<file path="src/rtl/rx_pkt_pkg.sv">
// Shared types and constants for the UART packet receiver.
package rx_pkt_pkg;

   typedef enum logic [2:0] {
      S_SYNC,
      S_CMD,
      S_LEN,
      S_DATA,
      S_CHK,
      S_DROP
   } state_t;

   localparam logic [1:0] ERR_NONE = 2'b00;
   localparam logic [1:0] ERR_LEN  = 2'b01;
   localparam logic [1:0] ERR_CHK  = 2'b10;
   localparam logic [1:0] ERR_TMO  = 2'b11;

   localparam int CHK_SUM = 0;
   localparam int CHK_XOR = 1;

   function automatic int clog2(input int value);
      int r;
      r = 0;
      for (int i = 0; i < 32; i++) begin
         if ((1 << r) < value) r = r + 1;
      end
      return r;
   endfunction

endpackage

</file>
<file path="src/rtl/rx_pkt_timeout.sv">
// Inter-byte idle counter: a byte strobe loads 1, clr holds it at 0,
// otherwise it counts up and saturates at TIMEOUT_CYC-1 (expire).
module rx_pkt_timeout
   import rx_pkt_pkg::*;
#(
   parameter int TIMEOUT_CYC = 10000,
   parameter int CNT_W       = clog2(TIMEOUT_CYC) + 1
) (
   input  logic clk,
   input  logic reset_n,
   input  logic clr,
   input  logic load,
   output logic expire
);

   localparam logic [CNT_W-1:0] LAST    = CNT_W'(TIMEOUT_CYC - 1);
   localparam logic [CNT_W-1:0] CNT_ONE = 1;

   logic [CNT_W-1:0] cnt_reg;

   // The strobe cycle itself counts as the first idle cycle, hence the load of 1.
   always_ff @(posedge clk) begin
      if (!reset_n) begin
         cnt_reg <= '0;
      end else if (load) begin
         cnt_reg <= CNT_ONE;
      end else if (clr) begin
         cnt_reg <= '0;
      end else if (cnt_reg != LAST) begin
         cnt_reg <= cnt_reg + CNT_ONE;
      end
   end

   assign expire = (cnt_reg == LAST);

endmodule

</file>
<file path="src/rtl/rx_pkt_parser.sv">
// Frame parser: [SYNC] CMD LEN PAYLOAD[LEN] CHK from a UART byte stream,
// payload written to a buffer, one done/error pulse per frame.
module rx_pkt_parser
   import rx_pkt_pkg::*;
#(
   parameter int         MAX_LEN     = 256,
   parameter int         ADDR_W      = clog2(MAX_LEN),
   parameter int         SYNC_EN     = 1,
   parameter logic [7:0] SYNC_BYTE   = 8'hA5,
   parameter int         CHK_MODE    = 0,
   parameter int         TIMEOUT_CYC = 10000
) (
   input  logic              clk,
   input  logic              reset_n,
   input  logic [7:0]        rx_data,
   input  logic              rx_done,
   output logic              pck_done,
   output logic              pck_err,
   output logic [1:0]        err_code,
   output logic              busy,
   output logic [7:0]        cmd_rx,
   output logic [ADDR_W:0]   len_rx,
   output logic [7:0]        wr_data,
   output logic [ADDR_W-1:0] wr_addr,
   output logic              we
);

   localparam state_t            START     = (SYNC_EN != 0) ? S_SYNC : S_CMD;
   localparam logic [8:0]        MAX_LEN_9 = 9'(MAX_LEN);
   localparam logic [ADDR_W:0]   LEN_ONE   = 1;
   localparam logic [ADDR_W-1:0] CNT_ONE   = 1;

   state_t            state_reg, state_next;
   logic [7:0]        chk_reg, chk_next;
   logic [ADDR_W-1:0] cnt_reg, cnt_next;
   logic [7:0]        cmd_reg, cmd_next;
   logic [ADDR_W:0]   len_reg, len_next;
   logic [7:0]        wr_data_reg, wr_data_next;
   logic [ADDR_W-1:0] wr_addr_reg, wr_addr_next;
   logic              we_reg, we_next;
   logic              done_reg, done_next;
   logic              err_reg, err_next;
   logic [1:0]        code_reg, code_next;
   logic [8:0]        len_dec;
   logic              chk_ok;
   logic              last_byte;
   logic              at_start;
   logic              expire;

   function automatic logic [7:0] chk_upd(input logic [7:0] acc, input logic [7:0] b);
      logic [7:0] r;
      if (CHK_MODE == CHK_XOR) r = acc ^ b;
      else                     r = acc + b;
      return r;
   endfunction

   assign at_start  = (state_reg == START);
   assign len_dec   = (rx_data == 8'h00) ? 9'd256 : {1'b0, rx_data};
   assign chk_ok    = (CHK_MODE == CHK_XOR) ? (rx_data == chk_reg) : (rx_data == ~chk_reg);
   assign last_byte = ({1'b0, cnt_reg} == (len_reg - LEN_ONE));

   rx_pkt_timeout #(
      .TIMEOUT_CYC (TIMEOUT_CYC)
   ) u_timeout (
      .clk     (clk),
      .reset_n (reset_n),
      .clr     (at_start),
      .load    (rx_done),
      .expire  (expire)
   );

   always_comb begin
      state_next   = state_reg;
      chk_next     = chk_reg;
      cnt_next     = cnt_reg;
      cmd_next     = cmd_reg;
      len_next     = len_reg;
      wr_data_next = wr_data_reg;
      wr_addr_next = wr_addr_reg;
      we_next      = 1'b0;
      done_next    = 1'b0;
      err_next     = 1'b0;
      code_next    = code_reg;
      if (rx_done) begin
         case (state_reg)
            S_SYNC: begin
               if (rx_data == SYNC_BYTE) state_next = S_CMD;
            end
            S_CMD: begin
               cmd_next   = rx_data;
               chk_next   = rx_data;
               state_next = S_LEN;
            end
            S_LEN: begin
               if (len_dec > MAX_LEN_9) begin
                  err_next   = 1'b1;
                  code_next  = ERR_LEN;
                  state_next = S_DROP;
               end else begin
                  len_next   = len_dec[ADDR_W:0];
                  chk_next   = chk_upd(chk_reg, rx_data);
                  cnt_next   = '0;
                  state_next = S_DATA;
               end
            end
            S_DATA: begin
               wr_data_next = rx_data;
               wr_addr_next = cnt_reg;
               we_next      = 1'b1;
               cnt_next     = cnt_reg + CNT_ONE;
               chk_next     = chk_upd(chk_reg, rx_data);
               if (last_byte) state_next = S_CHK;
            end
            S_CHK: begin
               if (chk_ok) begin
                  done_next = 1'b1;
               end else begin
                  err_next  = 1'b1;
                  code_next = ERR_CHK;
               end
               state_next = START;
            end
            default: ;
         endcase
      end else if (expire && !at_start) begin
         // A frame already rejected for length leaves S_DROP silently.
         if (state_reg != S_DROP) begin
            err_next  = 1'b1;
            code_next = ERR_TMO;
         end
         state_next = START;
      end
   end

   always_ff @(posedge clk) begin
      if (!reset_n) begin
         state_reg   <= START;
         chk_reg     <= '0;
         cnt_reg     <= '0;
         cmd_reg     <= '0;
         len_reg     <= '0;
         wr_data_reg <= '0;
         wr_addr_reg <= '0;
         we_reg      <= 1'b0;
         done_reg    <= 1'b0;
         err_reg     <= 1'b0;
         code_reg    <= ERR_NONE;
      end else begin
         state_reg   <= state_next;
         chk_reg     <= chk_next;
         cnt_reg     <= cnt_next;
         cmd_reg     <= cmd_next;
         len_reg     <= len_next;
         wr_data_reg <= wr_data_next;
         wr_addr_reg <= wr_addr_next;
         we_reg      <= we_next;
         done_reg    <= done_next;
         err_reg     <= err_next;
         code_reg    <= code_next;
      end
   end

   assign pck_done = done_reg;
   assign pck_err  = err_reg;
   assign err_code = code_reg;
   assign busy     = !at_start;
   assign cmd_rx   = cmd_reg;
   assign len_rx   = len_reg;
   assign wr_data  = wr_data_reg;
   assign wr_addr  = wr_addr_reg;
   assign we       = we_reg;

endmodule

</file>
<file path="config.mk">
export PLATFORM = sky130hd
export DESIGN_NAME = rx_pkt_parser
export DESIGN_NICKNAME = d
export VERILOG_FILES = /design/src/rtl/rx_pkt_pkg.sv /design/src/rtl/rx_pkt_timeout.sv /design/src/rtl/rx_pkt_parser.sv
export SDC_FILE = /design/constraint.sdc
export NUM_CORES = 1
export LEC_CHECK = 0
export BUFFER_PORTS_ARGS = -buffer_cell sky130_fd_sc_hd__buf_2
export CAP_MARGIN = 20
export CORE_MARGIN = 8
export CORE_UTILIZATION = 38
export CTS_CLUSTER_DIAMETER = 30
export DETAILED_ROUTE_END_ITERATION = 8
export GPL_TIMING_DRIVEN = 0
export PLACE_DENSITY = 0.61
export SLEW_MARGIN = 20
export SYNTH_ARGS = -nofsm -noshare
export SYNTH_HDL_FRONTEND = slang
export SYNTH_HIERARCHICAL = 1
export SYNTH_SLANG_ARGS = --single-unit
</file>
<file path="constraint.sdc">
create_clock -name clk -period 5.6 [get_ports clk]
set_input_delay 1.12 -clock clk [delete_from_list [all_inputs] [get_ports clk]]
set_output_delay 1.12 -clock clk [all_outputs]
set_load 0.01 [all_outputs]
</file>
# Yosys cells after proc, flatten, opt, wreduce, memory -nomap -nowiden

Cells that the tools add are included.
W data, S select, Z words.

Mux-type cells: 28
Reduce and logical (&&, ||, !) cells: 19
Equal/unequal tests: 17
Bitwise operators: 3
$lt $le $gt $ge: 1
Add/subtract/negate cells: 4

Operator list:

| kind                    | count |
|---|---|
| $pmux W8 S3             | 1 |
| $mux W8                 | 2 |
| $pmux W8 S2             | 1 |
| $add A15 B1 Y15 const B | 1 |
| $eq A15 B14 Y1 const B  | 1 |
| $mux W3                 | 5 |
| $ne A15 B14 Y1 const B  | 1 |
| $pmux W3 S5             | 1 |
| $ne A3 B3 Y1 const B    | 4 |
| $reduce_and A3 Y1       | 4 |
| $mux W1                 | 10 |
| $mux W2                 | 5 |
| $eq A8 B9 Y1            | 1 |
| $gt A9 B9 Y1 const B    | 1 |
| $mux W9                 | 1 |
| $sub A9 B1 Y9 const B   | 1 |
| $add A8 B1 Y8 const B   | 1 |
| $add A8 B8 Y8           | 1 |
| $eq A8 B8 Y1            | 1 |
| $eq A8 B8 Y1 const B    | 1 |
| $logic_not A8 Y1        | 1 |
| $not A8 Y8              | 1 |
| $eq A3 B2 Y1 const B    | 2 |
| $ne A6 B1 Y1 const B    | 1 |
| other kinds (17)        | 23 |

Input bits: 11
Output and inout bits: 39
Logic and storage cells: 85
Bits in registers: 72

# Longest topological paths before layout

Word-level depth: 6
Mapped depth: 9
Mapped depth without buffers: 9

# Cells and area by module

Netlist, hierarchy kept.

Modules (own cells, without submodules):

| module         | area each (sq um) | instances | cells each | seq. area each (sq um) |
|---|---|---|---|---|
| rx_pkt_parser  | 2899.0            | 1         | 354        | 1141.1 |
| rx_pkt_timeout | 725.7             | 1         | 82         | 300.3 |

# Worst setup path after synthesis

No wires, ideal clock.

Path type: input to register
Start point: input rx_data[3]
End point: register chk_reg[7]
Setup time: 0.117 ns
Path buffers: 0
Stages on the path: 6
Arrival: 2.560 ns
Required time: 5.483 ns
Path slack: 2.923 ns
Cell sequence: ha_1 > a21o_1 > a22o_1 > o41ai_1 > o221ai_1 > a22o_1

Longest elaborated chain between the ends: 5
Elaborated cells between the ends (all ways): 8
Those cells by class: add/sub: 1; order compare: 1; eq/ne: 1; mux: 3; reduce/logical: 2

Ends and longest elaborated chain:

| item                               | line                 | RTL |
|---|---|---|
| start, declared                    | rx_pkt_parser.sv:15  | `input logic [7:0] rx_data,` |
| $logic_not A8 Y1                   | rx_pkt_parser.sv:58  | `assign len_dec = (rx_data == 8'h00) ? 9'd256 : {1'b0, rx_data};` |
| $mux W9                            | rx_pkt_parser.sv:58  |  |
| $gt A9 B9 Y1                       | rx_pkt_parser.sv:95  | `if (len_dec > MAX_LEN_9) begin` |
| $ne A2 B2 Y1 (no source line)      | -                    |  |
| $reduce_and A3 Y1 (no source line) | -                    |  |
| end signal, assigned               | rx_pkt_parser.sv:150 | `chk_reg <= chk_next;` |
| end, declared                      | rx_pkt_parser.sv:34  | `logic [7:0] chk_reg, chk_next;` |

Parallel ways exist; a longest one is shown, timed or not. The select of a mux whose other input is x is not followed.
A chain may end at the register's enable or synchronous reset.

# Final worst setup path

Start point: register state_reg[0]
End point: output busy

Longest elaborated chain between the ends: 2

Ends and longest elaborated chain:

| item                   | line                 | RTL |
|---|---|---|
| start, declared        | rx_pkt_parser.sv:33  | `state_t state_reg, state_next;` |
| start signal, assigned | rx_pkt_parser.sv:149 | `state_reg <= state_next;` |
| $logic_not A3 Y1       | rx_pkt_parser.sv:57  | `assign at_start = (state_reg == START);` |
| $logic_not A1 Y1       | rx_pkt_parser.sv:166 | `assign busy = !at_start;` |
| end, declared          | rx_pkt_parser.sv:20  | `output logic busy,` |

Every way passes these cells.

==> impl_metrics.csv <==
group,metric,value,unit
run_status,outcome,"completed",
power_and_ir_drop,switchingPower,0.236,mW
power_and_ir_drop,power_frac_clock,40.6,%
grt,antenna_found_initial,0,
yosys,synth_area,3620,um^2
clock_network,cts_resized,0,
clock_network,clockRootBuffer,"clkbuf_8",
power_and_ir_drop,intPower,0.688,mW
cells_and_area,num-nets-final,517,
power_and_ir_drop,p_sw_share,25.5,%
sta,fin_crit,2800,ps
floorplan,core_area,9240,um^2
worst_setup_path,rr_worst_depth,8,
min_path,min_to,"wr_addr[5]",
flow_run,maxCapViolCount,0,
sta,clock.fmax,357,MHz
sta,tightest_slew,601,ps
power_and_ir_drop,p_leak,1.62,nW
detailed_routing,drc,0,
worst_setup_path,start_kind,"register",
yosys,synth_ff_type,"dfxtp_1",
sta,skew,8.82,ps
power_and_ir_drop,combPwrFrac,3.9,%
yosys,synth_cell_types,55,
cells_and_area,diodes,0,
grt,grt_pass1_wl,15.5,mm
cells_and_area,drive_gt1_share,15.2,%
worst_setup_path,reg2reg_slack,3220,ps
grt,grt_max_degree,15,
worst_setup_path,crit_type,"reg -> out",
grt,grt_pass1_vias,3180,
sta,rsz0062_at_grt,"no",
yosys,ys_ff_latch,72,
clock_network,clkSinkCount,72,
floorplan,die-area,12900,um^2
placement,gp_congestion,0.849,
placement,post-dp-hpwl,6.75,mm
placement,io_buffer_count,48,
floorplan,rows,35,
yosys,yosys_warnings,6,
power_and_ir_drop,power_frac_seq,55.5,%
sta,finalSetupTns,0,ps
clock_network,cts_tree,"yes",
clock_network,cts.path.max_buffers,2,
worst_setup_path,r2r_start,"len_rx[0]",
sta,slew_headroom,59.7,%
yosys,yosys.area.top_type,"dfxtp_1",
floorplan,initial_utilization,39.2,%
sta,whs,462,ps
power_and_ir_drop,ir_drop,107,uV
detailed_routing,viasPerCell,5.18,
yosys,syn_avg_cell_area,8.31,um^2
worst_setup_path,endpoint_kind,"output port",
clock_network,clock_latency,350,ps
worst_setup_path,required,4480,ps
clock_network,hold_buffers,0,
detailed_routing,vias,3256,
yosys,async_flop_share,0,%
yosys,synth_edf_count,0,
worst_setup_path,worstPathArrival,1680,ps
sta,setup_viol,0,
yosys,synthTopCellsByArea,"dfxtp_1 (40%), nand2_1 (7.8%), a21boi_0 (5.4%)",
grt,track_usage,14.9,%
clock_network,post_cts_buffers,0,
detailed_routing,wl_per_cell,14.7,um
detailed_routing,wirelength,9.25,mm
floorplan,die_h,114,um
clock_network,ctsHtreeMaxLevel,3,
detailed_routing,drt_iter0_markers,146,
min_path,min_from,"wr_addr[5]",
min_path,whs_path_depth,2,
detailed_routing,route.antenna.remaining_nets,0,
floorplan,fp.dieW,114,um
worst_setup_path,path_max_fanout,10,
floorplan,ios,50,
yosys,synth_nets,458,
yosys,synth.top_cell.area_share,39.8,%
sta,final.period_utilization,50.0,%
detailed_routing,first_pass_iters,4,
grt,gr-total-overflow,0,
power_and_ir_drop,power_density,220,nW/um^2
min_path,hp-class,"reg -> reg",
sta,maxSlewViolCount,0,
worst_setup_path,worstReg2RegEnd,"state_reg[1]",
yosys,postSynthCellCount,436,
cells_and_area,largest_register_ffs,15,
clock_network,clk_pin_slew_worst_paths,80,ps
cells_and_area,areaGrowthSynthToFinish,16.0,%
clock_network,numCtsBuffers,9,
sta,finalHoldViolations,0,
yosys,synth-seq-area-share,39.8,%
-- stage by stage --
stage | util (%) | std cells | setup WS, ps | power [mW] | cell area, um^2
6_report | 45.5 | 629 | 2800 | 0.924 | 4210
5_1_grt | 45.5 | 629 | 2720 | 0.965 | 4210
4_1_cts | 45.5 | 629 | 2770 | 0.939 | 4210
3_5_place_dp | 43.6 | 613 | 2570 | 0.561 | 4030
3_3_place_gp | 43.6 | 613 | 2570 | 0.560 | 4030
2_1_floorplan | - | 436 | 2920 | 0.544 | 3620
-- synth_stat cells, types with 5 or more instances --
master and count:
nor4_1 6, a21boi_0 26, nor2_1 34, or3_1 5
nand2_1 75, dfxtp_1 72, and2_1 5, nor2b_1 7
inv_1 15, ha_1 10, nand3_1 20, xor2_1 10
a22o_1 6, o21ai_0 16, nor3_1 12, nand4_1 7
a21oi_1 11, clkbuf_1 19, xnor2_1 13, o21a_1 6
-- cells in the final DEF, fill, tap and decap left out, drive strengths merged, types with 3 or more instances in the layout --
| master | n |
|---|---|
| a21o | 3 |
| a21boi | 26 |
| mux2i | 3 |
| xnor2 | 13 |
| o21a | 6 |
| a22o | 7 |
| xor2 | 10 |
| or3 | 5 |
| clkbuf | 28 |
| buf | 48 |
| nor4 | 8 |
| and2 | 5 |
| nor3b | 3 |
| inv | 17 |
| and3 | 4 |
| nor2 | 34 |
| o211ai | 4 |
| o31ai | 4 |
| clkinv | 3 |
| nand4 | 7 |
| o211a | 3 |
| dfxtp | 72 |
| nand3 | 20 |
| ha | 10 |
| a21oi | 11 |
| nor3 | 13 |
| nand2b | 4 |
| o21ai | 17 |
| nor2b | 7 |
| nand2 | 75 |
-- critical path, stage by stage (launching register included) --
cell	delay, ps
dfxtp_1	310
clkbuf_1	160
clkbuf_1	260
or3_1	440
buf_2	160
-- power groups by stage --
stage	sequential, mW	combinational, mW	clock [mW]
2_1_floorplan	0.524	0.0198	0
3_3_place_gp	0.524	0.0356	0
3_5_place_dp	0.525	0.0363	0
4_1_cts	0.512	0.0365	0.390
5_1_grt	0.513	0.0401	0.412
6_report	0.512	0.0364	0.375
-- area by class of cell --
type | count | area, um^2
Timing Repair Buffer | 48 | 240
Buffer | 19 | 71.3
Fill cell | 943 | 5030
Clock buffer | 9 | 124
Tap cell | 129 | 161
Inverter | 15 | 56.3
Sequential cell | 72 | 1440
Clock inverter | 7 | 55.1
Multi-Input combinational cell | 330 | 2060
-- how the worst max path moves through the flow --
stage | start | end | depth (start not counted)
2_1_floorplan | rx_data[3] | chk_reg[7] | 6
3_5_place_dp | rx_data[3] | chk_reg[7] | 7
5_1_grt | state_reg[0] | busy | 4
3_3_place_gp | rx_data[3] | chk_reg[7] | 7
4_1_cts | state_reg[0] | busy | 4
6_report | state_reg[0] | busy | 4
-- metal layers --
layer	vias to the layer above	track usage, %	routed length [um]
met2	65	25.6	4500
li1	1658	-	-
met1	1522	17.5	4280
met5	-	0	0
met4	0	4.53	129
met3	11	4.33	345
-- kinds of logic (layout without fill, tap and decap cells) --
family,after synthesis,in the layout,synth area share [%]
buffers and inverters,34,98,3.52
flip-flops,72,72,39.8
adder cells (fa/ha/maj),11,11,4.00
AND/OR/NAND/NOR,196,196,27.1
AO/OA/AOI/OAI,96,96,18.9
XOR/XNOR,23,23,5.56
multiplexers,4,4,1.14
(Power assumes the default switching activity.)
